File: src/rtl/uart_rx_cfg.sv
// uart_rx_cfg: configurable UART receiver with 3-sample majority voting,
// parity/framing checks, break detection and a valid/ready output stage.
module uart_rx_cfg #(
    parameter int unsigned CLK_PER_BIT = 326,
    parameter int unsigned DATA_BITS   = 8,
    parameter int unsigned PARITY      = 0,
    parameter int unsigned STOP_BITS   = 1
) (
    input  logic                 clk,
    input  logic                 reset,
    input  logic                 rx,
    output logic [DATA_BITS-1:0] data_out,
    output logic                 data_perr,
    output logic                 data_ferr,
    output logic                 data_valid,
    input  logic                 data_ready,
    output logic                 rx_done_tick,
    output logic                 overrun_tick,
    output logic                 break_tick
);

    localparam int unsigned CNT_W = $clog2(CLK_PER_BIT);
    localparam int unsigned IDX_W = $clog2(DATA_BITS + 1);
    localparam int unsigned MID   = CLK_PER_BIT / 2;

    localparam logic [CNT_W-1:0] CNT_PRE  = CNT_W'(MID - 1);
    localparam logic [CNT_W-1:0] CNT_MID  = CNT_W'(MID);
    localparam logic [CNT_W-1:0] CNT_RES  = CNT_W'(MID + 1);
    localparam logic [CNT_W-1:0] CNT_LAST = CNT_W'(CLK_PER_BIT - 1);
    localparam logic [IDX_W-1:0] IDX_DLAST = IDX_W'(DATA_BITS - 1);
    localparam logic [IDX_W-1:0] IDX_SLAST = IDX_W'(STOP_BITS - 1);

    typedef enum logic [2:0] {
        S_IDLE,
        S_START,
        S_DATA,
        S_PAR,
        S_STOP,
        S_BRK_WAIT
    } state_t;

    logic                 rx_meta_q, rx_s_q;
    state_t               state_q, state_d;
    logic [CNT_W-1:0]     bit_cnt_q, bit_cnt_d;
    logic [IDX_W-1:0]     bit_idx_q, bit_idx_d;
    logic [1:0]           samp_q, samp_d;
    logic [DATA_BITS-1:0] shift_q, shift_d;
    logic                 par_bit_q, par_bit_d;
    logic                 ferr_q, ferr_d;
    logic                 brk_q, brk_d;
    logic [DATA_BITS-1:0] data_out_q, data_out_d;
    logic                 perr_out_q, perr_out_d;
    logic                 ferr_out_q, ferr_out_d;
    logic                 valid_q, valid_d;
    logic                 done_q, done_d;
    logic                 ovr_q, ovr_d;
    logic                 brk_tick_q, brk_tick_d;

    logic maj_c, at_res_c, cnt_last_c, par_xor_c, par_err_c;
    logic frame_ferr_c, brk_now_c;

    // Two-flop synchroniser for the asynchronous rx pin; idles high.
    always_ff @(posedge clk) begin
        if (reset) begin
            rx_meta_q <= 1'b1;
            rx_s_q    <= 1'b1;
        end else begin
            rx_meta_q <= rx;
            rx_s_q    <= rx_meta_q;
        end
    end

    // Majority vote of the two stored samples and the current one, plus parity check.
    always_comb begin
        maj_c      = (samp_q[0] & samp_q[1]) | (samp_q[0] & rx_s_q) | (samp_q[1] & rx_s_q);
        at_res_c   = (bit_cnt_q == CNT_RES);
        cnt_last_c = (bit_cnt_q == CNT_LAST);
        par_xor_c  = (^shift_q) ^ par_bit_q;
        if (PARITY == 1) begin
            par_err_c = ~par_xor_c;
        end else if (PARITY == 2) begin
            par_err_c = par_xor_c;
        end else begin
            par_err_c = 1'b0;
        end
    end

    // Next-state, datapath and output-stage logic.
    always_comb begin
        state_d      = state_q;
        bit_cnt_d    = bit_cnt_q;
        bit_idx_d    = bit_idx_q;
        samp_d       = samp_q;
        shift_d      = shift_q;
        par_bit_d    = par_bit_q;
        ferr_d       = ferr_q;
        brk_d        = brk_q;
        data_out_d   = data_out_q;
        perr_out_d   = perr_out_q;
        ferr_out_d   = ferr_out_q;
        valid_d      = valid_q;
        done_d       = 1'b0;
        ovr_d        = 1'b0;
        brk_tick_d   = 1'b0;
        frame_ferr_c = ferr_q;
        brk_now_c    = brk_q;

        if (valid_q && data_ready) begin
            valid_d = 1'b0;
        end

        if (state_q != S_IDLE && state_q != S_BRK_WAIT) begin
            bit_cnt_d = cnt_last_c ? '0 : bit_cnt_q + CNT_W'(1);
            if (bit_cnt_q == CNT_PRE) samp_d[0] = rx_s_q;
            if (bit_cnt_q == CNT_MID) samp_d[1] = rx_s_q;
        end

        case (state_q)
            S_IDLE: begin
                bit_cnt_d = '0;
                bit_idx_d = '0;
                ferr_d    = 1'b0;
                brk_d     = 1'b0;
                if (!rx_s_q) begin
                    state_d = S_START;
                end
            end
            S_START: begin
                if (at_res_c && maj_c) begin
                    state_d   = S_IDLE;
                    bit_cnt_d = '0;
                end else if (cnt_last_c) begin
                    state_d   = S_DATA;
                    bit_idx_d = '0;
                end
            end
            S_DATA: begin
                if (at_res_c) begin
                    shift_d = {maj_c, shift_q[DATA_BITS-1:1]};
                end
                if (cnt_last_c) begin
                    if (bit_idx_q == IDX_DLAST) begin
                        bit_idx_d = '0;
                        state_d   = (PARITY != 0) ? S_PAR : S_STOP;
                    end else begin
                        bit_idx_d = bit_idx_q + IDX_W'(1);
                    end
                end
            end
            S_PAR: begin
                if (at_res_c) begin
                    par_bit_d = maj_c;
                end
                if (cnt_last_c) begin
                    state_d   = S_STOP;
                    bit_idx_d = '0;
                end
            end
            S_STOP: begin
                if (at_res_c) begin
                    frame_ferr_c = ferr_q | ~maj_c;
                    ferr_d       = frame_ferr_c;
                    if (bit_idx_q == '0) begin
                        brk_now_c = (shift_q == '0) && ((PARITY == 0) || !par_bit_q) && !maj_c;
                    end
                    brk_d = brk_now_c;
                    // Frame completes at the resolve of the last stop bit.
                    if (bit_idx_q == IDX_SLAST) begin
                        bit_cnt_d = '0;
                        if (brk_now_c) begin
                            state_d    = S_BRK_WAIT;
                            brk_tick_d = 1'b1;
                        end else begin
                            state_d = S_IDLE;
                            if (!valid_q || data_ready) begin
                                data_out_d = shift_q;
                                perr_out_d = par_err_c;
                                ferr_out_d = frame_ferr_c;
                                valid_d    = 1'b1;
                                done_d     = 1'b1;
                            end else begin
                                ovr_d = 1'b1;
                            end
                        end
                    end
                end else if (cnt_last_c) begin
                    bit_idx_d = bit_idx_q + IDX_W'(1);
                end
            end
            S_BRK_WAIT: begin
                bit_cnt_d = '0;
                if (rx_s_q) begin
                    state_d = S_IDLE;
                end
            end
            default: begin
                state_d   = S_IDLE;
                bit_cnt_d = '0;
            end
        endcase
    end

    // State and datapath registers.
    always_ff @(posedge clk) begin
        if (reset) begin
            state_q    <= S_IDLE;
            bit_cnt_q  <= '0;
            bit_idx_q  <= '0;
            samp_q     <= '0;
            shift_q    <= '0;
            par_bit_q  <= 1'b0;
            ferr_q     <= 1'b0;
            brk_q      <= 1'b0;
            data_out_q <= '0;
            perr_out_q <= 1'b0;
            ferr_out_q <= 1'b0;
            valid_q    <= 1'b0;
            done_q     <= 1'b0;
            ovr_q      <= 1'b0;
            brk_tick_q <= 1'b0;
        end else begin
            state_q    <= state_d;
            bit_cnt_q  <= bit_cnt_d;
            bit_idx_q  <= bit_idx_d;
            samp_q     <= samp_d;
            shift_q    <= shift_d;
            par_bit_q  <= par_bit_d;
            ferr_q     <= ferr_d;
            brk_q      <= brk_d;
            data_out_q <= data_out_d;
            perr_out_q <= perr_out_d;
            ferr_out_q <= ferr_out_d;
            valid_q    <= valid_d;
            done_q     <= done_d;
            ovr_q      <= ovr_d;
            brk_tick_q <= brk_tick_d;
        end
    end

    assign data_out     = data_out_q;
    assign data_perr    = perr_out_q;
    assign data_ferr    = ferr_out_q;
    assign data_valid   = valid_q;
    assign rx_done_tick = done_q;
    assign overrun_tick = ovr_q;
    assign break_tick   = brk_tick_q;

endmodule
File: config.mk
export PLATFORM = sky130hd
export DESIGN_NAME = uart_rx_cfg
export DESIGN_NICKNAME = d
export VERILOG_FILES = /design/src/rtl/uart_rx_cfg.sv
export SDC_FILE = /design/constraint.sdc
export NUM_CORES = 1
export LEC_CHECK = 0
export CAP_MARGIN = 5
export CORE_ASPECT_RATIO = 1.4
export CORE_MARGIN = 8
export CORE_UTILIZATION = 52
export CTS_CLUSTER_SIZE = 14
export DETAILED_ROUTE_END_ITERATION = 8
export PLACE_DENSITY_LB_ADDON = 0.08
export SLEW_MARGIN = 5
export SYNTH_ARGS = -nofsm -noshare
export SYNTH_HDL_FRONTEND = slang
export SYNTH_SLANG_ARGS = --single-unit
File: constraint.sdc
create_clock -name clk -period 1.9 [get_ports clk]
set_input_delay 0.38 -clock clk [delete_from_list [all_inputs] [get_ports clk]]
set_output_delay 0.38 -clock clk [all_outputs]
set_load 0.03 [all_outputs]
==> impl_metrics.toml <==
[yosys]
synth_edf_count = 0
ys_seq_elements = 43
synth_nets = 256
synthFlopType = "dfxtp_1"
synth_area_mm2 = 0.00217
syn_area_per_cell_um2 = 8.84
synth_async_sr_flop_share = 0
yosysWarnings = 0
synth.distinct_cells = 54
yosysSeqAreaShare = 0.396
syn_inst = 246

[setup_path]
r2r_end = "state_q[2]$_SDFFE_PP0P_"
cp_top_family = "simple AND/OR/NAND/NOR gates"
critPathSlowestCell = "or4_1"
required_ns = 2.12
cp-start-kind = "flop"
critPathMaxStageDelay_ns = 0.53
crit_chain = "or3b_4, or3_1, or4_1, o221ai_1"
arrival_ns = 2.09
path_depth = 4
r2r_cells = 4
cp-startpoint = "bit_cnt_q[4]$_SDFF_PP0_"
timing.rr.start = "bit_cnt_q[4]$_SDFF_PP0_"
worstSetupPathType = "reg -> reg"
crit_end = "state_q[2]$_SDFFE_PP0P_"
reg2reg_slack_ns = 0.04
cp-end-kind = "flop"
crit_buf_inv = 0
cp_max_fo = 5

[clocking]
cts_sinks = 43
clock_tree.root_cell = "clkbuf_8"
cts_tree = "built"
ctsHoldBuffers = 0
cts.htree.levels = 2
cts_max_path_buffers = 2
path_clk_slew_ns = 0.08
clk_latency_ns = 0.30
cts-buffers-inserted = 5

[finish]
drive_gt1_frac = 0.219
instances_no_fill = 333
final_cell_area_mm2 = 0.00278
area_growth_pct = 27.8
n_antenna_cell = 0
fin_util = 0.672
fin_nets = 297

[drt]
ant_nets = 0
drt-pass1-iter-count = 4
drt_iter0_markers = 97
wl_um = 5290
drc = 0
vias = 1994
wl_per_cell_um = 15.9
vias_per_cell = 5.99

[timing]
fin_crit_ns = 1.86
max-slew-margin-rel = 0.393
hold_viol = 0
finalCritPeriodShare = 0.981
setup_viol = 0
clock.fmax_mhz = 537
slew_viol_final = 0
worstMarginPinSlew_ns = 0.909
clock-skew-final_ns = 0.00668
tns_ns = 0

[place]
gp_congestion = 0.874
place_area_mm2 = 0.00258
dp.cells = 323
dp_hpwl_um = 3860
port_buffers = 16

[floorplan]
dieArea_mm2 = 0.00654
io_pins = 18
fp.dieH_um = 92.5
die_x_um = 70.7
fp.coreArea_mm2 = 0.00413
initial_core_util = 0.526
row_count = 28

[run_status]
outcome = "complete, no violations"

[pwr]
leakage_nw = 1.08
p_per_area_mw_per_mm2 = 679
irDropWorstVdd_v = 0.000443
power_mw = 1.89

[global_routing]
antenna_found_initial = 0
gr-total-overflow = 0
grt_max_degree = 30
grt_pass1_wl_um = 8870
grt_usage = 0.166
first_global_vias = 1903

[run]
max-cap-violations = 0

[min_path]
hold_path.class = "reg -> reg"
-- per-stage QoR --
step,setup slack [ns],hold slack (ns)
detailed placement,0.0524,0.397
floorplan,0.0107,0.389
global placement,0.0302,0.391
CTS,0.0223,0.418
finish,0.0368,0.414
global route,-0.0173,0.437
-- cell families (layout without fill, tap and decap cells) --
kind of cell             count (synthesis)  after routing  share of synthesized area
AO/OA/AOI/OAI                           50             50                      0.159
XOR/XNOR                                 9              9                     0.0363
adder cells (fa/ha/maj)                  8              8                     0.0437
buffers and inverters                   27             69                     0.0501
flip-flops                              43             43                      0.396
multiplexers                            14             14                     0.0644
other                                    1              1                    0.00172
AND/OR/NAND/NOR                         94             94                      0.249
-- routing by layer --
layer | track usage | share of wire | routed length, um | up-vias
li1 | - | - | - | 998
met1 | 0.175 | 0.41 | 2160 | 951
met2 | 0.308 | 0.54 | 2830 | 34
met3 | 0.0335 | 0.033 | 175 | 11
met4 | 0.0749 | 0.023 | 120 | 0
met5 | 0 | 0 | 0 | -
-- state kept, by name, indices dropped and copies added (netlist names) --
register / count
bit_idx_q: 4
data_out: 8
shift_q: 8
break_tick: 1
overrun_tick: 1
bit_cnt_q: 9
rx_meta_q: 1
rx_done_tick: 1
ferr_q: 1
brk_q: 1
samp_q: 2
data_valid: 1
rx_s_q: 1
state_q: 3
data_ferr: 1
-- synth_stat cells, types with 2 or more instances --
master     count  area, um^2
mux2i_1       14         140
clkbuf_1      13        48.8
nand2_1       10        37.5
or2_2          3        18.8
nor4bb_1       3        30.0
a21oi_1       12        60.1
maj3_1         2        20.0
o31ai_1        8        60.1
nor3_1        16        80.1
nand3_1        7        35.0
inv_1          8        30.0
or4_1          3        22.5
and4_1         2        17.5
xnor2_1        2        17.5
dfxtp_1       43         861
or3_1          3        18.8
ha_1           6        75.1
o21ai_0        7        35.0
nand4_1       11        68.8
o2111ai_1      6        52.6
nand4b_1       3        26.3
xor2_1         7        61.3
nor4_1         4        25.0
nand2b_1       6        37.5
nor2_1        15        56.3
buf_2          2        10.0
a31oi_1        3        18.8
-- report_power, final --
group          internal, mW  switching [mW]
clock network         0.425           0.313
registers             0.909          0.0196
logic                0.0906           0.130
total                  1.42           0.463
-- how the worst min path moves through the flow --
stage	startpoint	endpoint	depth (start not counted)
5_1_grt	rx_meta_q$_SDFF_PP1_	rx_s_q$_SDFF_PP1_	1
2_1_floorplan	rx_meta_q$_SDFF_PP1_	rx_s_q$_SDFF_PP1_	1
6_report	rx_meta_q$_SDFF_PP1_	rx_s_q$_SDFF_PP1_	1
4_1_cts	rx_meta_q$_SDFF_PP1_	rx_s_q$_SDFF_PP1_	1
3_3_place_gp	rx_meta_q$_SDFF_PP1_	rx_s_q$_SDFF_PP1_	1
3_5_place_dp	rx_meta_q$_SDFF_PP1_	rx_s_q$_SDFF_PP1_	1
-- layout make-up --
class | count | area [um^2]
Inverter | 9 | 33.8
Sequential cell | 43 | 862
Fill cell | 354 | 1360
Multi-Input combinational cell | 176 | 1260
Timing Repair Buffer | 52 | 447
Tap cell | 45 | 56.3
Clock inverter | 2 | 35.0
Clock buffer | 6 | 82.6
-- layout by cell type, fill, tap and decap left out, types with 3 or more instances in the layout --
cell type and n:
dfxtp_1 42, buf_4 34, nor3_1 16, clkdlybuf4s50_1 16, nor2_1 15, mux2i_1 14
a21oi_1 12, nand4_1 11, nand2_1 10, inv_1 7, o21ai_0 7, xor2_1 7
nand2b_1 6, nand3_1 6, o2111ai_1 6, ha_1 6, clkbuf_8 6, o31ai_2 5
nor4_1 4, or4_1 3, nand4b_1 3, or3_1 3, or2_2 3, a31oi_1 3
o31ai_1 3
-- worst register-to-register path: stages, from the launching register on --
cell,delay (ns)
dfxtp_1,0.38
or3b_4,0.42
or3_1,0.38
or4_1,0.53
o221ai_1,0.08
-- repair_timing --
action / 4_1_cts / 5_1_grt
setup endpoints to repair: 0 / 19
gates resized for setup: 0 / 14
endpoints found under the hold margin: 0 / 0
setup buffers: 0 / 2
No activity file was read; power rests on OpenSTA's default activity.
